## src/rtl/sbox_lane_pipe.sv

```systemverilog
// Pipelined AES SubBytes/InvSubBytes engine: LANES byte lanes per transaction, per-transaction mode,
// elastic valid/ready stages with registered outputs.
module sbox_lane_pipe #(
    parameter int unsigned LANES  = 4,
    parameter int unsigned STAGES = 1
) (
    input  logic               clk,
    input  logic               rst,
    input  logic               flush,
    input  logic               in_valid,
    output logic               in_ready,
    input  logic               in_inv,
    input  logic [8*LANES-1:0] in_data,
    output logic               out_valid,
    input  logic               out_ready,
    output logic               out_inv,
    output logic [8*LANES-1:0] out_data
);

    function automatic logic [7:0] gf_mul(input logic [7:0] a, input logic [7:0] b);
        logic [7:0] p;
        logic [7:0] x;
        p = 8'h00;
        x = a;
        for (int i = 0; i < 8; i++) begin
            if (b[i]) p = p ^ x;
            x = {x[6:0], 1'b0} ^ (x[7] ? 8'h1b : 8'h00);
        end
        return p;
    endfunction

    // Multiplicative inverse as a^254 in GF(2^8); maps 0 to 0 as the S-box requires.
    function automatic logic [7:0] gf_inv(input logic [7:0] a);
        logic [7:0] r;
        r = 8'h01;
        for (int i = 7; i >= 0; i--) begin
            r = gf_mul(r, r);
            if (i != 0) r = gf_mul(r, a);
        end
        return r;
    endfunction

    // One shared field inverter per lane; the affine maps wrap it on the appropriate side.
    function automatic logic [7:0] sub_byte(input logic [7:0] x, input logic inv);
        logic [7:0] pre;
        logic [7:0] g;
        pre = inv ? ({x[6:0], x[7]} ^ {x[4:0], x[7:5]} ^ {x[1:0], x[7:2]} ^ 8'h05) : x;
        g   = gf_inv(pre);
        return inv ? g : (g ^ {g[6:0], g[7]} ^ {g[5:0], g[7:6]} ^ {g[4:0], g[7:5]}
                          ^ {g[3:0], g[7:4]} ^ 8'h63);
    endfunction

    logic               w_out_load;
    logic               w_src_valid;
    logic               w_src_inv;
    logic [8*LANES-1:0] w_src_data;
    logic [8*LANES-1:0] w_lk_data;

    logic               r_out_valid;
    logic               r_out_inv;
    logic [8*LANES-1:0] r_out_data;

    assign w_out_load = !r_out_valid || out_ready;

    generate
        if (STAGES >= 2) begin : g_two_stage
            logic               r_s0_valid;
            logic               r_s0_inv;
            logic [8*LANES-1:0] r_s0_data;

            always_ff @(posedge clk or posedge rst) begin
                if (rst) begin
                    r_s0_valid <= 1'b0;
                    r_s0_inv   <= 1'b0;
                    r_s0_data  <= '0;
                end else if (flush) begin
                    r_s0_valid <= 1'b0;
                end else if (in_ready) begin
                    r_s0_valid <= in_valid;
                    if (in_valid) begin
                        r_s0_inv  <= in_inv;
                        r_s0_data <= in_data;
                    end
                end
            end

            assign in_ready    = !r_s0_valid || w_out_load;
            assign w_src_valid = r_s0_valid;
            assign w_src_inv   = r_s0_inv;
            assign w_src_data  = r_s0_data;
        end else begin : g_one_stage
            assign in_ready    = w_out_load;
            assign w_src_valid = in_valid;
            assign w_src_inv   = in_inv;
            assign w_src_data  = in_data;
        end
    endgenerate

    always_comb begin
        w_lk_data = '0;
        for (int i = 0; i < int'(LANES); i++) begin
            w_lk_data[8*i +: 8] = sub_byte(w_src_data[8*i +: 8], w_src_inv);
        end
    end

    // Data registers load only on a real transfer so held outputs stay stable under backpressure.
    always_ff @(posedge clk or posedge rst) begin
        if (rst) begin
            r_out_valid <= 1'b0;
            r_out_inv   <= 1'b0;
            r_out_data  <= '0;
        end else if (flush) begin
            r_out_valid <= 1'b0;
        end else if (w_out_load) begin
            r_out_valid <= w_src_valid;
            if (w_src_valid) begin
                r_out_inv  <= w_src_inv;
                r_out_data <= w_lk_data;
            end
        end
    end

    assign out_valid = r_out_valid;
    assign out_inv   = r_out_inv;
    assign out_data  = r_out_data;

endmodule

```

## config.mk

```make
export PLATFORM = sky130hd
export DESIGN_NAME = sbox_lane_pipe
export DESIGN_NICKNAME = d
export VERILOG_FILES = /design/src/rtl/sbox_lane_pipe.sv
export SDC_FILE = /design/constraint.sdc
export NUM_CORES = 2
export LEC_CHECK = 0
export CORE_ASPECT_RATIO = 2
export CORE_MARGIN = 2
export CORE_UTILIZATION = 40
export CTS_CLUSTER_DIAMETER = 80
export DETAILED_ROUTE_END_ITERATION = 16
export SYNTH_ARGS = -nofsm -noshare
export SYNTH_HDL_FRONTEND = slang
export SYNTH_SLANG_ARGS = --single-unit
```

## constraint.sdc

```tcl
create_clock -name clk -period 2.05 [get_ports clk]
set_clock_uncertainty 0.15 [all_clocks]
set_input_delay 0.41 -clock clk [delete_from_list [all_inputs] [get_ports clk]]
set_output_delay 0.41 -clock clk [all_outputs]
set_load 0.03 [all_outputs]
```

Word level (Yosys, flattened, before mapping)
Cells that the tools add are included.
Storage, ports and cells
  flip-flop bits (word level): 34
  bits of input ports: 38
  output and inout port bits: 35
  word-level logic and storage cells: 1618
Operators by class
  muxes and demuxes: 822
  bitwise gates (word level): 789
  reduce and logical (&&, ||, !) cells: 4
Operators by type and width (count)
  $mux W8: 428
  $xor A8 B8 Y8: 388
  $xor A8 B5 Y8: 364
  $mux W5: 368
  $mux W7: 4
  $not A1 Y1 const A: 28
  $mux W6: 4
  $mux W4: 4
  $not A4 Y4: 4
  $mux W3: 4
  $mux W2: 4
  $not A2 Y2: 4
  $mux W1: 6
  $reduce_and A3 Y1: 1
  $reduce_bool A2 Y1: 1
  $logic_not A1 Y1: 1
  $logic_or A1 B1 Y1: 1
  $not A1 Y1: 1

Logic depth before layout (Yosys ltp)
  depth after elaboration: 226
  gate-level depth with buffers: 103
  mapped depth without buffers: 85

Worst setup path before layout
Ideal clock, no wire load.
  path type: input to register
  start: input in_data[20]
  end: register r_out_data[22], in the netlist out_data[22]
  library setup time: 0.132 ns
  arrival: 24.180 ns
  data required time: 1.768 ns
  slack: -22.413 ns
  stages: 95
  path buffers: 13
  path through: buf_4 xor3_1 mux2i_4 inv_2 buf_2 clkbuf_1 clkbuf_1 clkbuf_1 clkbuf_1 ha_1 o211a_1 nor3_1 nor2_1 xnor2_2 xnor2_1 xnor3_1 nor2_1 xnor3_1 [... 59 more ...] xnor3_2 buf_2 nand3_1 o21a_1 o22ai_1 xnor2_2 clkbuf_1 ha_1 xnor2_1 nand2_1 xor2_1 a31o_1 a221o_1 xor2_2 xnor3_1 nor2_1 xor2_1 o21ai_1
On the way
  longest elaborated chain between the ends: 214
  elaborated cells between the ends (all ways): 392
  those cells by class: 202 x mux; 190 x bitwise
RTL lines
  start: declaration: line 13  | input logic [8*LANES-1:0] in_data,
  $xor A8 B8 Y8: line 47  | pre = inv ? ({x[6:0], x[7]} ^ {x[4:0], x[7:5]} ^ {x[1:0], x[7:2]} ^ 8'h05) : x;
  $not A2 Y2 (no source line)
  $mux W8 *: line 47
  $mux W3: line 26  | if (b[i]) p = p ^ x;
  $mux W4: line 26
  $mux W5: line 26
  $mux W6: line 26
  $mux W7: line 26
  [... 196 more ...]
  $xor A8 B8 Y8: line 26
  $mux W8: line 26
  $xor A8 B8 Y8: line 26
  $mux W8 *: line 26
  $xor A8 B8 Y8 (3 in a row): line 49  | return inv ? g : (g ^ {g[6:0], g[7]} ^ {g[5:0], g[7:6]} ^ {g[4:0], g[7:5]}
  $xor A8 B8 Y8: line 50  | ^ {g[3:0], g[7:4]} ^ 8'h63);
  $not A4 Y4 (no source line)
  $mux W8 *: line 49
  end signal: assignment: line 118  | r_out_data <= w_lk_data;
  end: declaration: line 61  | logic [8*LANES-1:0] r_out_data;
Every way passes the cells marked *; elsewhere a longest branch is shown, timed or not.
A chain may end at the register's enable or synchronous reset.

Final worst setup path
  start: input in_data[31]
  end: register r_out_data[28], in the netlist out_data[28]
On the way
  longest elaborated chain between the ends: 218
  elaborated cells between the ends (all ways): 392
  those cells by class: 203 x mux; 189 x bitwise
RTL lines (line)
  $xor A8 B8 Y8 (2 in a row): 47
  $not A2 Y2 (no source line)
  $mux W8 *: 47
  $mux W1: 26
  $mux W2: 26
  $mux W3: 26
  $mux W4: 26
  $mux W5: 26
  [... 199 more ...]
  $mux W8: 26
  $xor A8 B8 Y8: 26
  $mux W8: 26
  $xor A8 B8 Y8: 26
  $mux W8 *: 26
  $xor A8 B8 Y8 (3 in a row): 49
  $xor A8 B8 Y8: 50
  $mux W8 *: 49
Marks and branches as above.

==> reports/summary.txt <==
top cells by area, synth: xnor2_1, xnor3_1, xor2_1, nor2_1, nand2_1
Cells after Synth: 7429
Core Region: 148000 um2
routed len/inst: 21.7 um
most frequent cells after synthesis: xnor2_1, nor2_1, nand2_1, xor2_1, xnor3_1
Starting DRT DRC Count: 4247
CP Data Required Time: 2090 ps
leading area contributor after synthesis: xnor2_1
number of flops mapped to enable cells by yosys: 0
Compound-Gate Fraction of Synth Area: 16.6%
Residual DRC: 0
Final Max Slew Viols: 0
Worst setup EP type: register
maximum clock path buffer count: 2
Critical Path Fanout Max: 6
worst hold slack: 259 ps
synthesized-area fraction occupied by adder cells: 0.588%
Crit path arrival time: 19890 ps
H-tree levels: 2
TritonCTS clock tree: yes
Setup Crit Path Kind: primary input to register
fraction of the mapped netlist area in simple logic gates: 18.5%
Slew @ Worst Pin: 733 ps
GP Congestion: 0.977
Pre-antenna DRT Iters: 8
Area growth, synth to finish: 55.2%
total gr overflow: 0
antenna viol nets, final: 0
failing checks: negative setup slack
Synth top area share: 18.6%
normalized max-slew margin: 51.1%
clk root buf: clkbuf_16
NumNets Final: 9932
#FFs+latches synth: 34
vias post-DR: 66.5k
Routed WL: 255000 um
PortBufs: 72
area taken by multi-input logic gates: 64100 um2
f_max: 50.4 MHz
die area: 152000 um2
# setup viols final: 32
Num CTS Buffers: 5
DIE WIDTH: 277 um
Row Count: 200
final worst path period need: 19860 ps
most common cell in the netlist: xnor2_1
min-delay worst type: primary input to asynchronous set/reset pin
most frequent cell on the critical path: xnor3_2
mux cell area share after synthesis: 5.66%
Slowest-stage cell, CP: a2111oi_4
Yosys cell types: 136
Worst path max stage delay: 530 ps
crit start category: primary input
# IOs: 73
slack of the critical path: -17810 ps
first-pass GRT wire length: 381000 um
sequential element share of the synthesized area: 1.43%
syn avg cell area: 8.01 um2
outcome: complete, but fails checks
vias per inst: 5.64
Fillers: 12.3k
Fin Setup TNS: -556270 ps
Async S/R FF share, synth: 100%
dpl hpwl: 193000 um
Tcrit/Tclk final: 969%
CTS Sinks: 34
Clock Latency Late Sink: 320 ps
RSZ-0062 raised after global routing: yes
Initial Util: 40.2%
yosys warns: 0
largest family of logic cells by synthesized area: XOR/XNOR gates
vias in the first global route: 68.3k
Max-cap violations: 0
CTS Hold Bufs: 0
pin count of the biggest net entering global routing: 44
clock transition at the registers of the reported paths: 80 ps
Total GRT Usage: 31.7%
count of final hold-check violations: 0
area of all sequential standard cells: 851 um2
share of layout cells above drive strength 1: 45.4%
net count after synthesis: 7495
post-synthesis instance area: 59500 um2
Top FF cell, synth: dfrtp_1
antenna violations before repair: 9
Die H: 550 um
Synth Area in XOR/XNOR: 52.4%
[critical path: cells and delay by family]
family / cells / cell delay (ps)
buf+inv: 17 / 2360
mux: 3 / 710
fa+ha+maj: 4 / 1050
xor+xnor: 39 / 10030
simple gates: 16 / 3140
compound gates: 10 / 2190
[worst paths after layout]
check	startpoint	end	slack, ps	cells after the start
hold / removal	rst	out_data[19]	260	3
hold reg to reg	out_data[9]	out_data[9]	340	2
min in group clk	out_data[9]	out_data[9]	340	2
setup / recovery	in_data[31]	out_data[28]	-17810	89
setup reg to reg	out_valid	out_inv	590	6
max in group asynchronous	rst	out_data[27]	1200	3
[metrics by stage]
stage / setup slack [ps] / util [%] / instances / area (um2)
final: -17810 / 62.4 / 11787 / 92400
after global routing: -18490 / 62.4 / 11787 / 92400
after CTS: -17630 / 59.0 / 11559 / 87400
after detailed placement: -19140 / 54.7 / 11224 / 81100
after global placement: -18890 / 54.7 / 11224 / 81100
after floorplan: -18130 / - / 7429 / 62600
[timing repair]
item / CTS / global route
gates resized for setup: 805 / 635
pin swaps: 454 / 440
buffers inserted: 337 / 235
setup endpoints to repair: 40 / 39
gates cloned: 3 / 3
[kinds of logic (layout without fill, tap and decap cells)]
kind of cell    Yosys count  in the layout
simple gates           2495           2496
xor+xnor               2487           2488
compound gates         1434           1434
buf+inv                 638           3074
mux                     313            313
flops                    34             34
fa+ha+maj                28             28
other cells               0              1
[registers in the layout, summed over array words and instances (netlist names)]
signal and flops:
out_data 32, out_valid 1, out_inv 1
[final cells by class]
type / count / share of cell area (%)
multi-input cells: 6759 / 69.3
repair buffers: 2970 / 26.5
well taps: 1919 / 2.60
flip-flops and latches: 34 / 0.921
inverters: 96 / 0.432
clock buffers: 6 / 0.150
clock inverters: 2 / 0.0135
diodes: 1 / 0.00271
[cells in the final DEF, fill, tap and decap left out, drive strengths merged, types with 25 or more instances in the layout]
cell	Yosys	routed
xor2	540	540
nand2	758	758
nor2	1040	1040
nor3	171	171
mux2	55	55
buf	265	2911
a21o	37	37
a211oi	69	69
or3	25	25
o211ai	45	45
ha	28	28
nor4	25	25
o21a	33	33
and3	36	36
a31oi	44	44
nor2b	64	65
a22oi	86	86
xnor3	456	457
a311oi	27	27
xor3	95	95
xnor2	1396	1396
o21ai	319	319
dfrtp	34	34
mux2i	257	257
a21oi	319	319
or2	27	27
and2	43	43
nand3	140	140
inv	90	89
o221ai	34	34
nand2b	62	62
a221oi	41	41
o22ai	111	111
[layer usage]
layer | vias up | global-route usage, % | part of all wire [%] | routed length [um]
li1 | 30520 | - | - | -
met2 | 2732 | 60.5 | 53 | 135000
met3 | 1289 | 3.49 | 4.8 | 12200
met5 | - | 0 | 0.0055 | 14
met4 | 2 | 27.0 | 10 | 25800
met1 | 31923 | 30.1 | 32 | 82500
Power is not shown: default switching activity piles up to over one toggle a cycle in this logic, so the estimate is an artifact.
